<file path="config.mk">
export PLATFORM = sky130hd
export DESIGN_NAME = pipelined_adder
export DESIGN_NICKNAME = d
export VERILOG_FILES = /design/src/rtl/adder_pkg.sv /design/src/rtl/adder_stage.sv /design/src/rtl/pipelined_adder.sv
export SDC_FILE = /design/constraint.sdc
export NUM_CORES = 1
export LEC_CHECK = 0
export CORE_MARGIN = 1.5
export CORE_UTILIZATION = 55
export CTS_BUF_LIST = sky130_fd_sc_hd__clkbuf_8 sky130_fd_sc_hd__clkbuf_16
export DETAILED_ROUTE_END_ITERATION = 7
export GPL_TIMING_DRIVEN = 0
export HOLD_SLACK_MARGIN = 0.12
export PLACE_DENSITY = 0.89
export SLEW_MARGIN = 5
export SYNTH_ARGS = -nofsm -noshare
export SYNTH_HDL_FRONTEND = slang
export SYNTH_HIERARCHICAL = 1
export SYNTH_SLANG_ARGS = --single-unit
export TNS_END_PERCENT = 10
</file>
<file path="constraint.sdc">
create_clock -name clk -period 3.85 [get_ports clk]
set_input_delay 0.9625 -clock clk [delete_from_list [all_inputs] [get_ports clk]]
set_output_delay 0.9625 -clock clk [all_outputs]
set_load 0.05 [all_outputs]
</file>
<file path="src/rtl/adder_pkg.sv">
// Shared types and helpers for the pipelined add/subtract unit.
package adder_pkg;

  // Operation select carried with every operand beat.
  typedef enum logic {
    OP_ADD = 1'b0,
    OP_SUB = 1'b1
  } op_e;

  // Number of pipeline stages: one CHUNK-bit slice per stage.
  function automatic int unsigned calc_stages(input int unsigned width,
                                              input int unsigned chunk);
    return width / chunk;
  endfunction

endpackage

</file>
<file path="src/rtl/adder_stage.sv">
// One CHUNK-bit slice of the ripple-through-pipeline adder.
//   a_s, b_s : operand slices (b_s already inverted for subtract)
//   c_in     : carry from the previous slice
//   s        : slice sum
//   c_out    : carry into the next slice
module adder_stage #(
  parameter int unsigned CHUNK = 4
) (
  input  logic [CHUNK-1:0] a_s,
  input  logic [CHUNK-1:0] b_s,
  input  logic             c_in,
  output logic [CHUNK-1:0] s,
  output logic             c_out
);

  assign {c_out, s} = {1'b0, a_s} + {1'b0, b_s} + {{CHUNK{1'b0}}, c_in};

endmodule

</file>
<file path="src/rtl/pipelined_adder.sv">
// Pipelined WIDTH-bit add/subtract unit, one CHUNK-bit slice per stage,
// valid/ready on both sides with full backpressure.
//   clk, rst            : clock, asynchronous active-high reset
//   in_valid/in_ready   : operand handshake (in_ready is combinational)
//   a, b, cin, mode     : operands, carry/borrow-in, op (adder_pkg::op_e)
//   out_valid/out_ready : result handshake
//   sum, cout, ovf      : result, carry-out (SUB: 1 = no borrow), signed overflow
module pipelined_adder
  import adder_pkg::*;
#(
  parameter int unsigned WIDTH = 16,
  parameter int unsigned CHUNK = 4
) (
  input  logic             clk,
  input  logic             rst,
  input  logic             in_valid,
  output logic             in_ready,
  input  logic [WIDTH-1:0] a,
  input  logic [WIDTH-1:0] b,
  input  logic             cin,
  input  logic             mode,
  output logic             out_valid,
  input  logic             out_ready,
  output logic [WIDTH-1:0] sum,
  output logic             cout,
  output logic             ovf
);

  localparam int unsigned STAGES = calc_stages(WIDTH, CHUNK);
  localparam int unsigned LAST   = STAGES - 1;

  // Per-stage registers: a/b_eff travel whole (upper slices act as skew,
  // lower slices of s act as alignment of already-finished results).
  logic [STAGES-1:0]            v_q, v_d;
  logic [STAGES-1:0]            c_q, c_d;
  logic [STAGES-1:0][WIDTH-1:0] a_q, a_d;
  logic [STAGES-1:0][WIDTH-1:0] b_q, b_d;
  logic [STAGES-1:0][WIDTH-1:0] s_q, s_d;
  logic                         ovf_q, ovf_d;

  // Combinational inputs seen by each stage this cycle.
  logic [STAGES-1:0]            st_v;
  logic [STAGES-1:0]            st_c;
  logic [STAGES-1:0][WIDTH-1:0] st_a;
  logic [STAGES-1:0][WIDTH-1:0] st_b;
  logic [STAGES-1:0][WIDTH-1:0] st_s;
  logic [STAGES-1:0][CHUNK-1:0] slice_s;
  logic [STAGES-1:0]            slice_c;

  logic advance;
  logic is_sub;

  // Whole pipe moves together whenever the output slot is free or drained.
  assign advance  = !v_q[LAST] || out_ready;
  assign in_ready = advance;
  assign is_sub   = (op_e'(mode) == OP_SUB);

  for (genvar k = 0; k < STAGES; k++) begin : g_stage
    logic [WIDTH-1:0] s_new;

    if (k == 0) begin : g_first
      // Subtract folds into add: a + ~b + !borrow_in.
      assign st_v[k] = in_valid;
      assign st_a[k] = a;
      assign st_b[k] = is_sub ? ~b : b;
      assign st_c[k] = is_sub ? ~cin : cin;
      assign st_s[k] = '0;
    end else begin : g_rest
      assign st_v[k] = v_q[k-1];
      assign st_a[k] = a_q[k-1];
      assign st_b[k] = b_q[k-1];
      assign st_c[k] = c_q[k-1];
      assign st_s[k] = s_q[k-1];
    end

    adder_stage #(
      .CHUNK (CHUNK)
    ) u_stage (
      .a_s   (st_a[k][k*CHUNK +: CHUNK]),
      .b_s   (st_b[k][k*CHUNK +: CHUNK]),
      .c_in  (st_c[k]),
      .s     (slice_s[k]),
      .c_out (slice_c[k])
    );

    // Insert this stage's slice into the partially finished result.
    always_comb begin
      s_new = st_s[k];
      s_new[k*CHUNK +: CHUNK] = slice_s[k];
    end

    // Next state: load on advance, otherwise hold (valid bits included).
    assign v_d[k] = advance ? st_v[k]    : v_q[k];
    assign a_d[k] = advance ? st_a[k]    : a_q[k];
    assign b_d[k] = advance ? st_b[k]    : b_q[k];
    assign c_d[k] = advance ? slice_c[k] : c_q[k];
    assign s_d[k] = advance ? s_new      : s_q[k];
  end

  // Overflow: operands agree in sign but result sign differs.
  assign ovf_d = advance
               ? ((st_a[LAST][WIDTH-1] == st_b[LAST][WIDTH-1]) &&
                  (slice_s[LAST][CHUNK-1] != st_a[LAST][WIDTH-1]))
               : ovf_q;

  // Pipeline state register.
  always_ff @(posedge clk or posedge rst) begin
    if (rst) begin
      v_q   <= '0;
      c_q   <= '0;
      a_q   <= '0;
      b_q   <= '0;
      s_q   <= '0;
      ovf_q <= 1'b0;
    end else begin
      v_q   <= v_d;
      c_q   <= c_d;
      a_q   <= a_d;
      b_q   <= b_d;
      s_q   <= s_d;
      ovf_q <= ovf_d;
    end
  end

  assign out_valid = v_q[LAST];
  assign sum       = s_q[LAST];
  assign cout      = c_q[LAST];
  assign ovf       = ovf_q;

  // Consumed slices of the operand skew registers are intentionally dead.
  logic unused_skew_bits;
  assign unused_skew_bits = ^{a_q, b_q};

endmodule

</file>
==> impl_metrics.tcl <==
set metrics [dict create \
    status "finished clean" \
    diodes 0 \
    grt_max_degree 51 \
    layout-drive-gt1-share_pct 36.07 \
    post_cts_buffers 0 \
    drv_cap 0 \
    antenna_found_initial 0 \
    core_area_um2 7767 \
    finish.utilization_pct 69.23 \
    ctsHtreeMaxLevel 3 \
    clock_skew_ps 5.931 \
    start_util_pct 57.06 \
    drc 0 \
    criticalPathCategory "in2out" \
    max-vdd-ir-drop_mv 0.3289 \
    yosysWarnings 6 \
    tritoncts "done" \
    period_share_pct 93.10 \
    crit_buf_inv 5 \
    numCtsBuffers 9 \
    startpoint_type "input port" \
    grt_pass1_wl_um 12900 \
    grt_pass1_vias 2557 \
    period_minus_slack_ps 3584 \
    ant_nets 0 \
    path_cells "clkdlybuf4s50_1, nand2b_4, buf_6, buf_6, buf_6, dlygate4sd2_1" \
    synth.area.top_cells "dfrtp_1, mux2_2, mux2_4, fa_1, ha_1" \
    crit_fanout 10 \
    cp_top_family "buffers and inverters" \
    hpwlAfterDp_um 5503 \
    rsz0062_at_grt "no" \
    yosysSeqAreaShare_pct 54.77 \
    slowest_stage "dlygate4sd2_1" \
    drt-pass1-iter-count 4 \
    yosysTopAreaCellShare_pct 54.77 \
    worst_slack_ps 265.6 \
    synth_cell_types 21 \
    place_worst_setup_slack_ps -2.786 \
    finalMaxSlewViolations 0 \
    wl_per_cell_um 16.35 \
    required_ps 2890 \
    post-synth-top-area-cell "dfrtp_1" \
    cellPowerDensity_nw_per_um2 859.8 \
    worst_setup_path_end_kind "output port" \
    dieArea_um2 8605 \
    path_clk_slew_ps 90 \
    cts_root_buf "clkbuf_8" \
    synth_nets 351 \
    fill_cells 527 \
    arrival_ps 2620 \
    totalWireLength_um 7652 \
    fin_nets 419 \
    gr-total-overflow 0 \
    worst_pin_slew_ps 595.3 \
    gp_congestion 0.7297 \
    avgSynthCellArea_um2 15.13 \
    pin_count 58 \
    cts.path.max_buffers 2 \
    hold_violations 0 \
    leakagePower_nw 2.415 \
    port_buffers 56 \
    dieWidth_um 92.77 \
    rows 32 \
    clock-sinks 97 \
    dieHeight_um 92.77 \
    via_per_inst 5.209 \
    netlist_area_um2 4432 \
    synth-seq-cells 97 \
    synthCells 293 \
    worstSkewPairLatency_ps 350 \
    path_common_cell "buf_6" \
    drtIter0Drc 112 \
    fmax_ghz 0.2790 \
    syn2layout_area_growth_pct 21.34 \
    hp-class "reg2reg" \
    num_vias 2438 \
    grt.total_usage_pct 19.78 \
    relSlewSlack_pct 60.31 \
    setup_violations 0 \
    critical-path-max-stage-delay_ps 550 \
]
-- area by class of cell --
cell class / count / area, um^2 / area share [%]
inverters: 17 / 66.31 / 1.233
plain buffers: 13 / 92.59 / 1.722
well taps: 102 / 127.6 / 2.373
multi-input cells: 166 / 1848 / 34.36
flip-flops and latches: 97 / 2427 / 45.14
repair buffers: 57 / 586.8 / 10.91
clock buffers: 11 / 151.4 / 2.815
clock inverters: 5 / 77.57 / 1.443
-- cell usage in the layout (no fill, tap or decap) --
cell type / netlist / final
dfrtp_1: 97 / 97
mux2_2: 78 / 78
clkdlybuf4s50_1: 0 / 55
mux2_4: 17 / 17
xor2_1: 17 / 17
inv_1: 17 / 16
ha_1: 12 / 12
clkbuf_8: 0 / 11
buf_2: 8 / 8
xnor2_1: 8 / 8
fa_1: 8 / 8
nand2b_1: 5 / 5
buf_6: 4 / 4
nor2b_1: 4 / 4
o21ai_0: 4 / 4
a21o_1: 4 / 4
a21oi_2: 4 / 4
bufinv_16: 0 / 2
clkinv_2: 0 / 2
nand2b_4: 1 / 1
buf_4: 1 / 1
inv_4: 0 / 1
nand3b_1: 1 / 1
or3b_2: 1 / 1
nor3b_1: 1 / 1
a31oi_1: 1 / 1
clkinvlp_4: 0 / 1
buf_16: 0 / 1
dlygate4sd2_1: 0 / 1
-- what timing repair did --
item | 4_1_cts | 5_1_grt
endpoints found under the setup margin | 1 | 0
gates resized for setup | 1 | 0
hold buffers | 0 | 0
-- cells by family (layout without fill, tap and decap cells) --
kind of cell               Yosys count  count (layout)  share of synthesized area [%]
DFF                                 97              97                          54.77
muxes                               95              95                          25.58
buffers and inverters               30             103                          3.529
xor gates and xnor gates            25              25                          4.941
adders and majority gates           20              20                          7.002
AOI/OAI and AO/OA                   13              13                          2.061
and+or+nand+nor                     13              13                          2.117
-- metal layers --
layer / vias up / wire, um / track usage (%)
met5: - / 0 / 0
met4: 0 / 157 / 8.586
met3: 11 / 217 / 2.956
met2: 47 / 3861 / 32.00
met1: 1253 / 3417 / 26.62
li1: 1127 / - / -
-- power by group --
part           total (W)  switching (W)  internal, W
logic            0.00212        0.00103      0.00109
registers        0.00177       0.000286      0.00148
clock network   0.000732       0.000333     0.000399
total            0.00462        0.00165      0.00297
-- metrics by stage --
stage | area [um^2] | hold slack, ps | setup TNS (ps) | total power (W) | instances
CTS | 5378 | 511.1 | 0 | 0.004668 | 468
floorplan | 4432 | 430.5 | 0 | 0.003299 | 293
global route | 5378 | 523.5 | 0 | 0.004894 | 468
global placement | 5120 | 484.3 | -83890 | 0.003758 | 451
finish | 5378 | 508.0 | 0 | 0.004624 | 468
detailed placement | 5150 | 490.3 | -2.786 | 0.003896 | 452
-- cells in the mapped netlist, drive strengths merged --
cell type,instances
dfrtp,97
mux2,95
inv,17
xor2,17
buf,13
ha,12
fa,8
xnor2,8
nand2b,6
a21o,4
a21oi,4
nor2b,4
o21ai,4
a31oi,1
nand3b,1
nor3b,1
or3b,1
-- state kept, by name, indices dropped and copies added (netlist names) --
name	count
g_stage.s_new	24
v_q	4
b_q	24
sum	16
c_q	4
a_q	24
ovf	1
-- worst register-to-register path, delay by kind of cell (launching register included) --
kind,cells,cell delay (ps)
xor gates and xnor gates,1,150
DFF,1,420
adders and majority gates,1,470
and+or+nand+nor,1,460
AOI/OAI and AO/OA,3,570
-- final timing paths --
| path | start | end | slack, ps | depth (start not counted) |
|---|---|---|---|---|
| setup / recovery | out_ready | in_ready | 270 | 6 |
| hold / removal | b_q[14]$_DFFE_PP0P_ | b_q[14]$_DFFE_PP0P_ | 510 | 1 |
| setup reg to reg | a_q[44]$_DFFE_PP0P_ | ovf$_DFFE_PP0P_ | 1710 | 6 |
| hold reg to reg | b_q[14]$_DFFE_PP0P_ | b_q[14]$_DFFE_PP0P_ | 510 | 1 |
| max in group asynchronous | rst | b_q[26]$_DFFE_PP0P_ | 2190 | 3 |
| min in group asynchronous | rst | sum[7]$_DFFE_PP0P_ | 1030 | 2 |
(Power assumes the default switching activity.)
